[src/rtl/dm_arb_pkg.sv]
// ============================================================================
// Module  : dm_arb_pkg
// Purpose : Shared types and default constants for the DM port arbiter.
// Rev     : 1.0  initial release
// ============================================================================
`default_nettype none

package dm_arb_pkg;

  localparam int DEF_ADDR_W     = 16;
  localparam int DEF_DATA_W     = 16;
  localparam int DEF_STARVE_MAX = 8;

  typedef enum logic [1:0] {
    ST_IDLE  = 2'd0,
    ST_BURST = 2'd1,
    ST_DRAIN = 2'd2
  } arb_state_e;

endpackage

`default_nettype wire

[src/rtl/dm_port_arbiter_if.sv]
// ============================================================================
// Module  : dm_port_arbiter_if
// Purpose : Host/debug burst port bundle; master = host side, slave = arbiter.
// Rev     : 1.0  initial release
// ============================================================================
`default_nettype none

interface dm_port_arbiter_if
  import dm_arb_pkg::*;
#(
  parameter int ADDR_W = DEF_ADDR_W,
  parameter int DATA_W = DEF_DATA_W
) ();

  logic              host_req;
  logic              host_we;
  logic [ADDR_W-1:0] host_addr;
  logic [3:0]        host_len;
  logic              host_ack;
  logic              host_beat;
  logic [DATA_W-1:0] host_wdata;
  logic              host_rvalid;
  logic [DATA_W-1:0] host_rdata;
  logic              host_done;

  modport master (
    output host_req, host_we, host_addr, host_len, host_wdata,
    input  host_ack, host_beat, host_rvalid, host_rdata, host_done
  );

  modport slave (
    input  host_req, host_we, host_addr, host_len, host_wdata,
    output host_ack, host_beat, host_rvalid, host_rdata, host_done
  );

endinterface

`default_nettype wire

[src/rtl/dm_arb_starve_ctr.sv]
// ============================================================================
// Module  : dm_arb_starve_ctr
// Purpose : Counts blocked host-beat cycles; raises force_beat at STARVE_MAX.
// Rev     : 1.0  initial release
// ============================================================================
`default_nettype none

module dm_arb_starve_ctr
  import dm_arb_pkg::*;
#(
  parameter int STARVE_MAX = DEF_STARVE_MAX
) (
  input  logic clk,
  input  logic rst_n,
  input  logic blocked,
  input  logic beat,
  output logic force_beat
);

  localparam int              CNT_W   = $clog2(STARVE_MAX + 1);
  localparam logic [CNT_W-1:0] CNT_MAX = CNT_W'(STARVE_MAX);

  logic [CNT_W-1:0] cnt_q, cnt_d;

  always_comb begin
    cnt_d = cnt_q;
    if (beat) begin
      cnt_d = '0;
    end else if (blocked && (cnt_q != CNT_MAX)) begin
      cnt_d = cnt_q + 1'b1;
    end
  end

  always_ff @(posedge clk or negedge rst_n) begin
    if (!rst_n) begin
      cnt_q <= '0;
    end else begin
      cnt_q <= cnt_d;
    end
  end

  assign force_beat = (cnt_q == CNT_MAX);

endmodule

`default_nettype wire

[src/rtl/dm_port_arbiter.sv]
// ============================================================================
// Module  : dm_port_arbiter
// Purpose : Shares the data memory between the CPU DM stage (priority) and an
//           auto-incrementing host burst port. Optional guard: DM_ARB_STARVE_EN.
// Rev     : 1.0  initial release
// ============================================================================
`default_nettype none

module dm_port_arbiter
  import dm_arb_pkg::*;
#(
  parameter int ADDR_W     = DEF_ADDR_W,
  parameter int DATA_W     = DEF_DATA_W,
  parameter int STARVE_MAX = DEF_STARVE_MAX
) (
  input  logic              clk,
  input  logic              rst_n,
  input  logic              cpu_re,
  input  logic              cpu_we,
  input  logic [ADDR_W-1:0] cpu_addr,
  input  logic [DATA_W-1:0] cpu_wdata,
  output logic [DATA_W-1:0] cpu_rdata,
  output logic              cpu_stall,
  dm_port_arbiter_if.slave  host,
  output logic              mem_re,
  output logic              mem_we,
  output logic [ADDR_W-1:0] mem_addr,
  output logic [DATA_W-1:0] mem_wdata,
  input  logic [DATA_W-1:0] mem_rdata
);

  arb_state_e        state_q, state_d;
  logic [ADDR_W-1:0] addr_q, addr_d;
  logic [3:0]        cnt_q, cnt_d;
  logic              we_q, we_d;
  logic              rd_valid_q, rd_valid_d;

  logic cpu_act, in_burst, force_raw, force_act, beat, ack, done;

  assign cpu_act   = cpu_re | cpu_we;
  assign in_burst  = (state_q == ST_BURST);
  assign force_act = in_burst & force_raw;
  assign beat      = in_burst & (~cpu_act | force_act);

`ifdef DM_ARB_STARVE_EN
  logic blocked;
  assign blocked = in_burst & cpu_act & ~force_act;

  dm_arb_starve_ctr #(
    .STARVE_MAX (STARVE_MAX)
  ) u_starve_ctr (
    .clk        (clk),
    .rst_n      (rst_n),
    .blocked    (blocked),
    .beat       (beat),
    .force_beat (force_raw)
  );
`else
  // Never true: without the guard the CPU keeps strict priority.
  assign force_raw = (STARVE_MAX < 0);
`endif

  always_comb begin
    state_d    = state_q;
    addr_d     = addr_q;
    cnt_d      = cnt_q;
    we_d       = we_q;
    ack        = 1'b0;
    done       = 1'b0;
    rd_valid_d = beat & ~we_q;
    case (state_q)
      ST_IDLE: begin
        if (host.host_req) begin
          ack     = 1'b1;
          we_d    = host.host_we;
          addr_d  = host.host_addr;
          cnt_d   = host.host_len;
          state_d = ST_BURST;
        end
      end
      ST_BURST: begin
        if (beat) begin
          addr_d = addr_q + 1'b1;
          cnt_d  = cnt_q - 4'd1;
          if (cnt_q == 4'd0) begin
            done    = we_q;
            state_d = we_q ? ST_IDLE : ST_DRAIN;
          end
        end
      end
      ST_DRAIN: begin
        done    = 1'b1;
        state_d = ST_IDLE;
      end
      default: state_d = ST_IDLE;
    endcase
  end

  always_ff @(posedge clk or negedge rst_n) begin
    if (!rst_n) begin
      state_q    <= ST_IDLE;
      addr_q     <= '0;
      cnt_q      <= '0;
      we_q       <= 1'b0;
      rd_valid_q <= 1'b0;
    end else begin
      state_q    <= state_d;
      addr_q     <= addr_d;
      cnt_q      <= cnt_d;
      we_q       <= we_d;
      rd_valid_q <= rd_valid_d;
    end
  end

  // Memory strobes are held at zero while reset is asserted.
  always_comb begin
    mem_re    = 1'b0;
    mem_we    = 1'b0;
    mem_addr  = '0;
    mem_wdata = '0;
    if (rst_n) begin
      if (beat) begin
        mem_re    = ~we_q;
        mem_we    = we_q;
        mem_addr  = addr_q;
        mem_wdata = host.host_wdata;
      end else if (cpu_act) begin
        mem_re    = ~cpu_we;
        mem_we    = cpu_we;
        mem_addr  = cpu_addr;
        mem_wdata = cpu_wdata;
      end
    end
  end

  assign cpu_rdata        = mem_rdata;
  assign cpu_stall        = cpu_act & force_act;
  assign host.host_ack    = ack;
  assign host.host_beat   = beat;
  assign host.host_rvalid = rd_valid_q;
  assign host.host_rdata  = mem_rdata;
  assign host.host_done   = done;

endmodule

`default_nettype wire
[src/flat_wrapper.sv]
// flat-port wrapper written by rule: the top's interface ports become plain ports
module dm_port_arbiter_flat import dm_arb_pkg::*;
#(
  parameter int ADDR_W     = DEF_ADDR_W,
  parameter int DATA_W     = DEF_DATA_W,
  parameter int STARVE_MAX = DEF_STARVE_MAX
)
  (clk, rst_n, cpu_re, cpu_we, cpu_addr, cpu_wdata, cpu_rdata, cpu_stall, mem_re, mem_we, mem_addr, mem_wdata, mem_rdata, host_host_req, host_host_we, host_host_addr, host_host_len, host_host_wdata, host_host_ack, host_host_beat, host_host_rvalid, host_host_rdata, host_host_done);
  dm_port_arbiter_if #(.ADDR_W(ADDR_W), .DATA_W(DATA_W)) host_i ();
  input  logic clk;
  input  logic rst_n;
  input  logic cpu_re;
  input  logic cpu_we;
  input  logic [ADDR_W-1:0] cpu_addr;
  input  logic [DATA_W-1:0] cpu_wdata;
  output logic [DATA_W-1:0] cpu_rdata;
  output logic cpu_stall;
  output logic mem_re;
  output logic mem_we;
  output logic [ADDR_W-1:0] mem_addr;
  output logic [DATA_W-1:0] mem_wdata;
  input  logic [DATA_W-1:0] mem_rdata;
  input wire logic [$bits(host_i.host_req)-1:0] host_host_req;
  input wire logic [$bits(host_i.host_we)-1:0] host_host_we;
  input wire logic [$bits(host_i.host_addr)-1:0] host_host_addr;
  input wire logic [$bits(host_i.host_len)-1:0] host_host_len;
  input wire logic [$bits(host_i.host_wdata)-1:0] host_host_wdata;
  output wire logic [$bits(host_i.host_ack)-1:0] host_host_ack;
  output wire logic [$bits(host_i.host_beat)-1:0] host_host_beat;
  output wire logic [$bits(host_i.host_rvalid)-1:0] host_host_rvalid;
  output wire logic [$bits(host_i.host_rdata)-1:0] host_host_rdata;
  output wire logic [$bits(host_i.host_done)-1:0] host_host_done;
  assign host_i.host_req = host_host_req;
  assign host_i.host_we = host_host_we;
  assign host_i.host_addr = host_host_addr;
  assign host_i.host_len = host_host_len;
  assign host_i.host_wdata = host_host_wdata;
  assign host_host_ack = host_i.host_ack;
  assign host_host_beat = host_i.host_beat;
  assign host_host_rvalid = host_i.host_rvalid;
  assign host_host_rdata = host_i.host_rdata;
  assign host_host_done = host_i.host_done;
  dm_port_arbiter #(.ADDR_W(ADDR_W), .DATA_W(DATA_W), .STARVE_MAX(STARVE_MAX)) u_core (.clk(clk), .rst_n(rst_n), .cpu_re(cpu_re), .cpu_we(cpu_we), .cpu_addr(cpu_addr), .cpu_wdata(cpu_wdata), .cpu_rdata(cpu_rdata), .cpu_stall(cpu_stall), .host(host_i), .mem_re(mem_re), .mem_we(mem_we), .mem_addr(mem_addr), .mem_wdata(mem_wdata), .mem_rdata(mem_rdata));
endmodule
[config.mk]
export PLATFORM = sky130hd
export DESIGN_NAME = dm_port_arbiter_flat
export DESIGN_NICKNAME = d
export VERILOG_FILES = /design/src/rtl/dm_arb_pkg.sv /design/src/rtl/dm_port_arbiter_if.sv /design/src/rtl/dm_arb_starve_ctr.sv /design/src/rtl/dm_port_arbiter.sv /design/src/flat_wrapper.sv
export SDC_FILE = /design/constraint.sdc
export NUM_CORES = 1
export LEC_CHECK = 0
export CAP_MARGIN = 20
export CORE_MARGIN = 2
export CORE_UTILIZATION = 33
export DETAILED_ROUTE_END_ITERATION = 16
export PLACE_DENSITY = 0.83
export SLEW_MARGIN = 40
export SYNTH_ARGS = -nofsm -noshare
export SYNTH_HDL_FRONTEND = slang
export SYNTH_SLANG_ARGS = --single-unit
export TNS_END_PERCENT = 100
[constraint.sdc]
create_clock -name clk -period 2 [get_ports clk]
set_input_delay 0.4 -clock clk [delete_from_list [all_inputs] [get_ports clk]]
set_output_delay 0.4 -clock clk [all_outputs]
set_load 0.05 [all_outputs]
* Word-level counts from Yosys, hierarchy flattened *
Index checks and enable logic that the tools add are counted.
Widths: inputs -> output; s select.

cells by class
  reductions and logical operators = 6
  bitwise gates (word level) = 6
  add/subtract/negate cells = 2
  mux-type cells = 28
  eq/ne operators = 5

operator list
  cell                   count
  $mux 16                8
  $pmux 16 s2            1
  $add 16x1->16 const B  1
  $mux 1                 10
  $mux 2                 4
  $mux 4                 2
  $pmux 4 s2             1
  $ne 2x2->1 const B     3
  $reduce_and 3->1       2
  $logic_not 4->1        1
  $pmux 2 s2             1
  $sub 4x1->4 const B    1
  $not 1->1              3
  $and 1x1->1            2
  $eq 2x1->1 const B     1
  $eq 2x2->1 const B     1
  $logic_not 2->1        1
  $pmux 1 s2             1
  $reduce_and 2->1       1
  $reduce_bool 2->1      1
  $or 1x1->1             1

storage, ports and cells
  register bits after elaboration = 24

* Logic depth before layout (Yosys ltp) *
  depth after elaboration = 5
  mapped depth = 9
  depth with buffers taken out = 6

* Worst setup path after synthesis *
No wires, ideal clock.

  path kind = register -> output
  start = register u_core.state_q[1]
  end = output host_host_done
  data required time = 1.600 ns
  cell stages (with the launch flop) = 8
  data arrival time = 2.471 ns
  buffers on the path = 1
  slack = -0.871 ns
  cell sequence = dfrtp_1 inv_1 ha_1 buf_2 inv_1 nor2_1 a31oi_1 nor2b_1

on the way
  cells in the longest elaborated chain, start to end = 4
  elaborated cells between the ends (all ways) = 5

ends and longest elaborated chain
  what                      line                    text
  start: declaration        dm_port_arbiter.sv:32   arb_state_e state_q, state_d;
  start signal: assignment  dm_port_arbiter.sv:107  state_q <= state_d;
  $eq 2x1->1                dm_port_arbiter.sv:41   assign in_burst = (state_q == ST_BURST);
  $and 1x1->1               dm_port_arbiter.sv:43   assign beat = in_burst & (~cpu_act | force_act);
  via host_host_beat        flat_wrapper.sv:29      output wire logic [$bits(host_i.host_beat)-1:0] host_host_beat;
  $mux 1                    dm_port_arbiter.sv:82   if (beat) begin
  $pmux 1 s2                dm_port_arbiter.sv:71   case (state_q)
  end: declaration          flat_wrapper.sv:32      output wire logic [$bits(host_i.host_done)-1:0] host_host_done;

The timed path passes the listed nets, and every way through them passes these cells.

* Final worst setup path *
  start = register u_core.state_q[1]
  end = output mem_addr[2]

on the way
  cells in the longest elaborated chain, start to end = 4

ends and longest elaborated chain
  what              line                    text
  $eq 2x1->1        dm_port_arbiter.sv:41
  $and 1x1->1       dm_port_arbiter.sv:43
  $mux 16           dm_port_arbiter.sv:122  if (beat) begin
  $mux 16           dm_port_arbiter.sv:121  if (rst_n) begin
  end: declaration  flat_wrapper.sv:20      output logic [ADDR_W-1:0] mem_addr;

Every way passes these cells.

==> out/qor.yml <==
status:
  status: "finished, violations left"
  violations: "setup timing"
route:
  drt_pre_antenna_iters: 4
  avgViaCountPerCell: 5.42
  routed_wl_um: 9070
  antenna_left: 0
  drtIter0Drc: 205
  num_vias: 2817
  routedWlPerCell_um: 17.4
  drcViolationCount: 0
logic_synthesis:
  syn_area_mm2: 0.00238
  synth-seq-cells: 24
  synth_edf_count: 0
  synth_flop_cell: "dfrtp_1"
  syn_avg_cell_area_um2: 7.27
  syn_inst: 328
  ys_warn_count: 0
  yosys.cell_count.top_type: "nand2_1"
  netlist_top_cells_count: "nand2_1, buf_4, dfrtp_1, nand3_1"
  yosysTopAreaCell: "dfrtp_1"
  synth-seq-area-share_pct: 25.2
  syn_nets: 423
  synth_top_area_share_pct: 25.2
  synthArstFlopShare_pct: 100
  yosys-top-cells-area: "dfrtp_1, buf_4, nand2_1, nand3_1, a21oi_1"
  synth_cell_type_count: 45
clock_network:
  h-tree-depth: 1
  cts_root_buf: "clkbuf_8"
  ctsHoldBuffers: 0
  clockBufferDepth: 2
  clock_sinks: 24
  clkTransAtPathRegs_ns: 0.09
  tritoncts: "built"
  numCtsBuffers: 3
  worstSkewPairLatency_ns: 0.28
sta:
  slew_viol_final: 0
  layout_worst_path_cycle_share_pct: 104
  setup_slack_ns: -0.0723
  hold_viol: 0
  fin_crit_ns: 2.07
  max_freq_mhz: 483
  grt_setup_unrepaired: "yes"
  setup_tns_ns: -0.555
  finalSetupViolations: 18
  worstMarginPinSlew_ns: 0.523
  fin_skew_ns: 0.00481
  slew-limit-headroom_pct: 65.0
grt:
  track_usage_pct: 21.4
  use_met1_pct: 25.7
  grt_pass1_wl_um: 13400
  grt_max_degree: 40
  antenna_found_initial: 0
  use_met2_pct: 39.7
  grt-busiest-layer: "met2"
  grt_pass1_vias: 2716
  met3_usage_pct: 2.68
  grt-ovfl-total: 0
cells_and_area:
  drive_gt1_share_pct: 33.0
  nNetsFinal: 520
  fillerInstances: 568
  areaGrowthSynthToFinish_pct: 85.3
  n_antenna_cell: 0
critical_path:
  rr_startpoint: "u_core.state_q[0]"
  crit_path_end_kind: "primary output"
  cp.required_ns: 1.60
  crit_start: "u_core.state_q[1]"
  crit_path_start_kind: "flop"
  arrival_ns: 1.67
  worstSetupPathType: "reg -> out"
  path_max_fanout: 17
floorplan:
  die-area_mm2: 0.00792
  core_mm2: 0.00691
  initial_core_util_pct: 34.5
  rows: 30
  die_h_um: 89.0
  ios: 161
  die_w_um: 89.0
placement:
  dp_hpwl_um: 6710
  io_buffers: 111
  gp_congestion: 0.922
  pre_cts_slack_ns: -0.284
run:
  maxCapViolCount: 0
min_path:
  hp-class: "in -> async"
power_and_ir_drop:
  pwr_density_cell_mw_per_mm2: 1100
  ir_drop_uv: 520
  leakage_nw: 1.82
-- report_power, final --
group,internal (mW),leakage [nW],switching (mW)
Clock,0.268,0.0357,0.173
Sequential,0.724,0.281,0.349
Combinational,1.64,1.51,1.69
-- layout by cell type, fill, tap and decap left out, types with 10 or more instances in the layout --
cell / n
buf_4: 25
o21ai_0: 13
o22ai_1: 10
clkdlybuf4s50_1: 71
a21oi_1: 22
nand2_1: 48
nand3_1: 21
buf_12: 41
a21boi_4: 16
dfrtp_1: 24
-- flip-flops by register name, summed over array words and instances (netlist names) --
signal / cells
u_core.host.host_rvalid: 1
u_core.we_q: 1
u_core.addr_q: 16
u_core.state_q: 2
u_core.cnt_q: 4
-- repair_timing --
action	4_1_cts	5_1_grt
setup endpoints to repair	36	36
setup buffers	6	5
cloned	1	0
hold endpoints to repair	0	0
gates resized for setup	20	25
pin swaps	1	2
-- through the flow --
stage / instance area (um2) / cells / total power [mW] / hold WS [ns] / utilization (%)
after detailed placement: 4110 / 504 / 3.94 / 0.503 / 59.5
after global placement: 4110 / 504 / 3.82 / 0.504 / 59.5
final: 4420 / 520 / 4.84 / 0.202 / 64.0
after floorplan: 2640 / 328 / 2.93 / 0.104 / -
after CTS: 4320 / 515 / 4.62 / 0.209 / 62.5
after global routing: 4420 / 520 / 5.15 / 0.212 / 64.0
-- kinds of logic (layout without fill, tap and decap cells) --
kind of cell,count (synthesis),count (layout),share of synthesized area [%]
and+or+nand+nor,137,137,29.9
AOI/OAI and AO/OA,94,94,25.5
buffers and inverters,65,161,15.8
DFF,24,24,25.2
adders and majority gates,5,5,2.62
muxes,2,2,0.839
other,1,1,0.157
-- per-layer routing --
layer  part of all wire, %  up-vias  wire (um)
met4                   1.6        0        144
met5                     0        -          0
met2                    53      131       4800
met3                   7.9       14        718
met1                    38     1350       3410
li1                      -     1322          -
-- critical path, stage by stage (launching register included) --
cell,delay [ns]
dfrtp_1,0.40
inv_2,0.08
ha_4,0.19
buf_12,0.16
and3_4,0.19
a21oi_1,0.05
nor2b_2,0.17
buf_12,0.16
-- final cells by class --
type	instances	area, um2	area share [%]
clock inverter	1	30.0	0.680
timing repair buffer	148	1860	42.2
clock buffer	3	41.3	0.934
inverter	9	33.8	0.764
multi-input combinational	239	1730	39.1
sequential	24	601	13.6
tap	96	120	2.72
-- path summary, 6_finish.rpt --
path                                                 to  slack (ns)  cells after the start
worst min-delay path            u_core.host.host_rvalid        0.20                      2
min in group clk                        u_core.cnt_q[1]        0.57                      2
worst min register to register          u_core.cnt_q[1]        0.57                      2
worst max-delay path                        mem_addr[2]       -0.07                      7
worst max register to register        u_core.addr_q[13]        0.01                      8
max in group asynchronous              u_core.addr_q[6]        1.47                      2
Power figures use the tool's default switching activity.
